**src/rtl/polyphase_fir_decim.sv**
```systemverilog
// Polyphase decimating FIR: circular sample history, one multiply-accumulate per tap,
// floor-shifted and saturated output with valid/ready handshakes on both sides.
module polyphase_fir_decim #(
  parameter int unsigned DECIMATION_FACTOR = 9,
  parameter int unsigned TAP_LEN           = 63,
  parameter int unsigned DATA_WIDTH        = 16,
  parameter int unsigned COEF_WIDTH        = 16,
  parameter int unsigned OUT_SHIFT         = 15
) (
  input  logic                          clk,
  input  logic                          rst,
  input  logic signed [DATA_WIDTH-1:0]  din,
  input  logic                          din_valid,
  output logic                          din_ready,
  output logic signed [DATA_WIDTH-1:0]  dout,
  output logic                          dout_valid,
  input  logic                          dout_ready,
  input  logic                          coef_we,
  input  logic [$clog2(TAP_LEN)-1:0]    coef_addr,
  input  logic signed [COEF_WIDTH-1:0]  coef_wdata,
  output logic                          sat
);

  localparam int unsigned AW      = $clog2(TAP_LEN);
  localparam int unsigned FW      = $clog2(TAP_LEN + 1);
  localparam int unsigned PHW     = $clog2(DECIMATION_FACTOR);
  localparam int unsigned PW      = DATA_WIDTH + COEF_WIDTH;
  localparam int unsigned ACC_W   = PW + AW;
  localparam int unsigned LAST_PH = DECIMATION_FACTOR - 1;
  localparam int unsigned LAST_T  = TAP_LEN - 1;

  typedef enum logic [1:0] {IDLE, MAC, DRAIN} state_t;

  state_t                  state;
  logic [PHW-1:0]          phase;
  logic [AW-1:0]           wptr;
  logic [AW-1:0]           rptr;
  logic [AW-1:0]           tap;
  logic [FW-1:0]           fill;
  logic signed [DATA_WIDTH-1:0] hist [TAP_LEN];
  logic signed [COEF_WIDTH-1:0] coef [TAP_LEN];
  logic signed [PW-1:0]    prod;
  logic                    prod_vld;
  logic signed [ACC_W-1:0] acc;
  logic                    done;

  logic                    xfer_c;
  logic                    trig_c;
  logic                    tap_live_c;
  logic signed [ACC_W-1:0] shifted_c;
  logic [ACC_W-DATA_WIDTH:0] hi_c;
  logic                    clip_c;
  logic signed [DATA_WIDTH-1:0] sat_val_c;

  // The trigger sample must never meet an unconsumed output, so it is held off at the last phase.
  assign din_ready  = (state == IDLE) && !(phase == PHW'(LAST_PH) && dout_valid);
  assign xfer_c     = din_valid && din_ready;
  assign trig_c     = xfer_c && (phase == PHW'(LAST_PH));
  assign tap_live_c = 32'(tap) < 32'(fill);

  // Floor shift, then clip when the bits above the output sign are not a pure sign extension.
  always_comb begin
    shifted_c = acc >>> OUT_SHIFT;
    hi_c      = shifted_c[ACC_W-1:DATA_WIDTH-1];
    clip_c    = !((&hi_c) || !(|hi_c));
    sat_val_c = shifted_c[DATA_WIDTH-1:0];
    if (clip_c) begin
      sat_val_c = shifted_c[ACC_W-1] ? {1'b1, {(DATA_WIDTH-1){1'b0}}}
                                     : {1'b0, {(DATA_WIDTH-1){1'b1}}};
    end
  end

  // Storage and the product register; coefficient RAM is deliberately not reset.
  always_ff @(posedge clk) begin
    if (xfer_c) hist[wptr] <= din;
    if (coef_we && state == IDLE && 32'(coef_addr) < TAP_LEN) coef[coef_addr] <= coef_wdata;
    prod <= tap_live_c ? PW'(hist[rptr]) * PW'(coef[tap]) : '0;
  end

  always_ff @(posedge clk) begin
    if (rst) begin
      state      <= IDLE;
      phase      <= '0;
      wptr       <= '0;
      rptr       <= '0;
      tap        <= '0;
      fill       <= '0;
      prod_vld   <= 1'b0;
      acc        <= '0;
      done       <= 1'b0;
      dout       <= '0;
      dout_valid <= 1'b0;
      sat        <= 1'b0;
    end else begin
      prod_vld <= (state == MAC);
      done     <= (state == DRAIN);
      if (prod_vld) acc <= acc + ACC_W'(prod);

      case (state)
        IDLE: begin
          if (trig_c) begin
            state <= MAC;
            rptr  <= wptr;
            tap   <= '0;
            acc   <= '0;
          end
        end
        MAC: begin
          rptr <= (rptr == '0) ? AW'(LAST_T) : rptr - AW'(1);
          tap  <= tap + AW'(1);
          if (tap == AW'(LAST_T)) state <= DRAIN;
        end
        DRAIN:   state <= IDLE;
        default: state <= IDLE;
      endcase

      if (xfer_c) begin
        wptr  <= (wptr == AW'(LAST_T)) ? '0 : wptr + AW'(1);
        phase <= (phase == PHW'(LAST_PH)) ? '0 : phase + PHW'(1);
        if (fill != FW'(TAP_LEN)) fill <= fill + FW'(1);
      end

      if (dout_valid && dout_ready) dout_valid <= 1'b0;
      if (done) begin
        dout       <= sat_val_c;
        dout_valid <= 1'b1;
        if (clip_c) sat <= 1'b1;
      end
    end
  end

endmodule

```
**config.mk**
```make
export PLATFORM = sky130hd
export DESIGN_NAME = polyphase_fir_decim
export DESIGN_NICKNAME = d
export VERILOG_FILES = /design/src/rtl/polyphase_fir_decim.sv
export SDC_FILE = /design/constraint.sdc
export NUM_CORES = 2
export LEC_CHECK = 0
export CORE_ASPECT_RATIO = 1.25
export CORE_UTILIZATION = 45
export DETAILED_ROUTE_END_ITERATION = 6
export HOLD_SLACK_MARGIN = 0.06
export PLACE_DENSITY = 0.67
export SETUP_SLACK_MARGIN = 0.02
export SYNTH_ARGS = -nofsm -noshare
export SYNTH_HDL_FRONTEND = slang
export SYNTH_SLANG_ARGS = --single-unit
```
**constraint.sdc**
```tcl
create_clock -name clk -period 11.1 [get_ports clk]
set_input_delay 2.775 -clock clk [delete_from_list [all_inputs] [get_ports clk]]
set_output_delay 2.775 -clock clk [all_outputs]
set_load 0.03 [all_outputs]
```
## Yosys cells after proc, flatten, opt, wreduce, memory -nomap -nowiden

Memories as Yosys holds them, arrays and structs flattened. A register that Yosys moved wholly into a read port is not among the register bits.
Index checks and enable logic that the tools add are counted.

| storage, ports and cells | value |
|---|---|
| memories kept | 2 |
| register bits | 120 |
| bits in writable memories | 2016 |

| operators by class | value |
|---|---|
| $lt $le $gt $ge | 2 |
| equality and inequality tests | 8 |
| $mul | 1 |
| reduce and logical (&&, ||, !) cells | 20 |
| multiplexer cells | 25 |
| bitwise logic cells | 1 |
| $add $sub $neg | 6 |

Memory list:

| memory | words | bits a word | rd ports | clocked after memory_dff | write ports | RTL line | source |
|---|---|---|---|---|---|---|---|
| coef | 63 | 16 | 1 | 1 | 1 | 41 | `logic signed [COEF_WIDTH-1:0] coef [TAP_LEN];` |
| hist | 63 | 16 | 1 | 1 | 1 | 40 | `logic signed [DATA_WIDTH-1:0] hist [TAP_LEN];` |

Operators by type and width:

| operator | number |
|---|---|
| 38-bit 2-to-1 mux | 3 |
| 6-bit 2-to-1 mux | 8 |
| 38-bit by 32-bit adder with 38-bit output | 1 |
| 16-bit by 16-bit multiplier with 32-bit output | 1 |
| 16-bit 2-to-1 mux | 2 |
| 6-bit case mux with 2 select lines | 2 |
| 6-bit by 1-bit adder with 6-bit output (second input constant) | 3 |
| 6-bit equality test (second input constant) | 2 |
| 2-bit AND reduction | 4 |
| 8-bit AND reduction | 1 |
| 8-bit OR reduction | 1 |
| 1-bit logical AND | 7 |
| 6-bit logical NOT | 1 |
| 6-bit less-than comparator | 1 |
| 6-bit less-than comparator (second input constant) | 1 |
| 1-bit 2-to-1 mux | 6 |
| 6-bit != test (second input constant) | 1 |
| 6-bit by 1-bit subtractor with 6-bit output (second input constant) | 1 |
| 4-bit by 1-bit adder with 4-bit output (second input constant) | 1 |
| 4-bit equality test (second input constant) | 1 |
| 2-bit 2-to-1 mux | 2 |
| 4-bit 2-to-1 mux | 1 |
| 2-bit case mux with 2 select lines | 1 |
| 2-bit nonzero test | 2 |
| other kinds (8) | 9 |

## Depth between registers and ports, before layout

| depth | value |
|---|---|
| depth after elaboration | 10 |
| gate-level depth with buffers | 32 |

## Least setup slack after synthesis

OpenSTA, ideal clock, no wires.

| timing | value |
|---|---|
| kind | register to register |
| start point | register (tool-made name) |
| end point | register prod[30] |
| path buffers | 4 |
| cell stages (with the launch flop) | 29 |
| library setup time | 0.122 ns |
| path slack | 3.166 ns |
| arrival | 7.812 ns |
| cells stage by stage | dfxtp_1 buf_2 buf_1 clkbuf_1 mux4_2 mux4_2 mux4_2 buf_2 nand2_1 inv_1 fa_1 inv_1 fa_1 fa_1 inv_1 fa_1 fa_1 inv_1 fa_1 inv_1 ha_1 and3_1 and2_1 a221o_1 a21oi_1 nand3_1 a41oi_1 nor4_1 a311o_1 |

RTL lines:

| what | RTL line | source |
|---|---|---|
| end signal: assignment | 77 | `prod <= tap_live_c ? PW'(hist[rptr]) * PW'(coef[tap]) : '0;` |
| end: declaration | 42 | `logic signed [PW-1:0] prod;` |

==> metrics.md <==
| Metric | Value |
|---|---|
| Worst setup path end | `prod[30]` |
| Fin nets | `5563` |
| Register share of total power | `44.8%` |
| Warnings, synthesis | `0` |
| Final core utilization | `50.76%` |
| Netlist Area Pre-Place | `93570 µm²` |
| Reg-to-Reg End | `prod[30]` |
| Worst Hold Margin | `0.4304 ns` |
| Post-synthesis adder-cell area fraction | `7.405%` |
| Clock latency on the worst-skew pair | `0.86 ns` |
| Clk sinks | `2148` |
| Final Wtd Congestion | `0.8187` |
| Setup Crit Path Kind | `reg2reg` |
| Pwr Density | `191.4 nW/µm²` |
| Io pins | `62` |
| Int Pwr | `14.50 mW` |
| Gate Count Post-Synth | `4926` |
| Post-synthesis net count | `5365` |
| Area Growth Syn to Fin | `11.72%` |
| Pleak | `33.89 nW` |
| Actual slew at the worst max-slew pin | `1.300 ns` |
| Placed Instances | `7647` |
| Cells on worst reg2reg path | `25` |
| CTS Root Cell | `clkbuf_16` |
| Average wire per standard cell | `26.92 µm` |
| Max cap viols | `0` |
| Die width | `409.9 µm` |
| H-tree depth | `4` |
| Die Ht | `511.8 µm` |
| Setup Viol. Count Final | `0` |
| Clock transition at the registers of the reported paths | `0.06 ns` |
| Final worst path period need | `9.220 ns` |
| Clock skew | `0.06972 ns` |
| Vias in the first global route | `47.84k` |
| Fin cells | `8031` |
| First-pass GRT wire length | `319.6 mm` |
| Post-CTS Resized | `0` |
| Post-synth EDFFs | `2016` |
| Layout cells sized above 1 | `22.53%` |
| # rows | `186` |
| VDD IR max | `267.0 µV` |
| Main combinational cell family by area after synthesis | `multiplexers` |
| Sw Share | `27.54%` |
| Combinational share of power | `20.8%` |
| Distinct cells, synth | `64` |
| Synth top area cells | `edfxtp_1 65%, mux4_2 15%, fa_1 5.6%, dfxtp_1 2.8%, ha_1 1.8%` |
| Post-synthesis xor/xnor area fraction | `0.6178%` |
| Initial DRC count | `4430` |
| Sequential share of the synthesized area | `67.52%` |
| Final Hold Viols | `0` |
| Routed wire length | `216.2 mm` |
| Post-detailed-route count of antenna-violating nets | `0` |
| Top FF cell, synth | `edfxtp_1` |
| Worst-path fanout max | `60` |
| Clock network fraction of total power | `34.4%` |
| Critical path launch point type | `register` |
| Final setup TNS | `0 ns` |
| Drt drc | `12` |
| RSZ-0062 raised after global routing | `no` |
| Post-CTS Setup Bufs | `0` |
| NetSw | `5.509 mW` |
| Status | `complete, but fails checks` |
| Compound-Gate Fraction of Synth Area | `2.123%` |
| Tot GR Track Use | `20.86%` |
| Worst Path Arrival | `9.92 ns` |
| Number of synthesized register bits | `2148` |
| Critical Path Sink Type | `register` |
| Total gr overflow | `0` |
| Final Max Slew Viols | `0` |
| Mux cell area share after synthesis | `15.99%` |
| CTS Hold Bufs | `0` |
| Largest area contributor in the synthesized netlist | `edfxtp_1` |
| Initial Util | `45.43%` |
| CTS tree | `done` |
| Initial antenna violation count | `7` |
| Syn Area/Cell | `19.00 µm²` |
| CP required | `11.81 ns` |
| Synth Area in Simple Gates | `3.855%` |
| Top-area cell type share of the netlist area | `64.70%` |
| Async set or reset register ratio after synthesis | `0%` |
| Core region area | `206000 µm²` |
| Reg2Reg Setup Slack | `1.88 ns` |
| First-pass iteration count of the detailed router | `7` |
| Clk buf depth | `3` |
| Port bufs | `61` |
| Die area | `209800 µm²` |
| Achievable frequency | `0.1085 GHz` |
| DR vias | `46.42k` |
| Count leader, synth | `edfxtp_1` |
| CTS Buf Count | `201` |
| Routed vias/inst | `5.780` |
| Final HPWL DP | `129.5 mm` |
| Period utilization | `83.06%` |
| Top post-synthesis cells by count | `2016 x edfxtp_1, 640 x mux4_2, 316 x inv_1` |
| Worst relative slew slack | `13.34%` |
| HP Class | `reg2reg` |
| Pin count of the biggest net entering global routing | `139` |
| Failing checks | `design-rule violations` |
worst max-delay path, cell delays in order (launching register included):
cell     delay [ns]
dfxtp_4        0.99
buf_4          0.69
mux4_2         0.42
mux4_2         0.55
mux4_2         0.73
nand2_1        0.21
inv_1          0.10
fa_1           0.49
inv_1          0.05
fa_1           0.50
fa_1           0.51
inv_1          0.05
fa_1           0.49
fa_1           0.49
inv_1          0.05
fa_1           0.47
inv_1          0.04
ha_1           0.34
and3_1         0.24
and2_1         0.19
a221o_1        0.32
a21oi_1        0.21
nand3_1        0.16
a41oi_1        0.40
nor4_1         0.09
a311o_1        0.28
power groups by stage:
stage          sequential [mW]  combinational, mW  clock [mW]
2_1_floorplan             9.13               3.12           0
3_3_place_gp              9.14               4.12           0
3_5_place_dp              9.14               4.16           0
4_1_cts                   8.97               4.19        7.00
5_1_grt                   8.97               4.74        7.29
6_report                  8.97               4.15        6.89
how the worst min path moves through the flow:
| stage | start | end | slack (ns) | depth (start not counted) |
|---|---|---|---|---|
| finish | state[0] | done | 0.43 | 1 |
| CTS | state[0] | done | 0.42 | 1 |
| global placement | sat | sat | 0.46 | 2 |
| detailed placement | dout[0] | dout[0] | 0.46 | 2 |
| global route | state[0] | done | 0.45 | 1 |
| floorplan | state[0] | done | 0.45 | 1 |
cell usage in the layout (no fill, tap or decap), types with 8 or more instances in the layout:
cell,count
xor2_1,23
nand2_1,197
nor3_1,14
ha_1,133
edfxtp_1,2016
o21a_1,11
clkbuf_16,204
clkdlybuf4s50_1,28
dfxtp_1,124
buf_12,15
inv_1,316
buf_2,33
o21ai_0,63
clkinv_16,8
o211ai_1,26
o22ai_1,8
nand2b_1,31
a211oi_1,13
o21bai_1,9
nor2_2,43
mux4_2,640
bufinv_16,18
a21o_1,42
clkinv_1,55
dfxtp_4,8
nand3b_1,10
clkinv_2,34
nand3_1,36
a31oi_1,15
xnor2_1,43
buf_4,151
and2_1,152
nor2_1,201
clkbuf_1,37
mux2i_1,55
fa_1,263
nand4_1,15
and3_1,14
a21oi_1,93
cells by family (layout without fill, tap and decap cells):
kind of cell               count (synthesis)  after routing
and+or+nand+nor                          756            756
xor gates and xnor gates                  66             66
other                                      0              6
adders and majority gates                396            396
AOI/OAI and AO/OA                        314            314
muxes                                    695            695
buffers and inverters                    551            924
DFF                                     2148           2148
through the flow:
| step | instance area (µm²) | total power, mW | setup slack, ns |
|---|---|---|---|
| floorplan | 93570 | 12.24 | 3.166 |
| global placement | 97880 | 13.26 | 1.981 |
| detailed placement | 97880 | 13.30 | 1.915 |
| CTS | 104500 | 20.16 | 1.914 |
| global route | 104500 | 21.00 | 1.544 |
| finish | 104500 | 20.01 | 1.880 |
flip-flops by register name, summed over array words and instances (netlist names), named ones only:
name / count
hist: 1008
rptr: 6
dout: 16
done: 1
acc: 38
tap: 6
phase: 4
prod_vld: 1
fill: 6
wptr: 6
dout_valid: 1
prod: 32
sat: 1
coef: 1008
state: 2
routing by layer:
metal | global-route usage (%) | vias up | routed length, µm
met5 | 0 | - | 0
met1 | 26.92 | 24804 | 82370
met4 | 6.492 | 0 | 6619
li1 | - | 19635 | -
met2 | 35.99 | 1631 | 112600
met3 | 3.525 | 351 | 14590
final cells by class:
class	instances	area (µm²)
multi-input combinational	2227	28180
clock buffer	244	5285
inverter	319	1197
sequential	2148	63210
clock inverter	134	1358
tap	2726	3411
fill	16374	101400
timing repair buffer	227	1879
antenna	6	15.01
No activity file was read; power rests on OpenSTA's default activity.
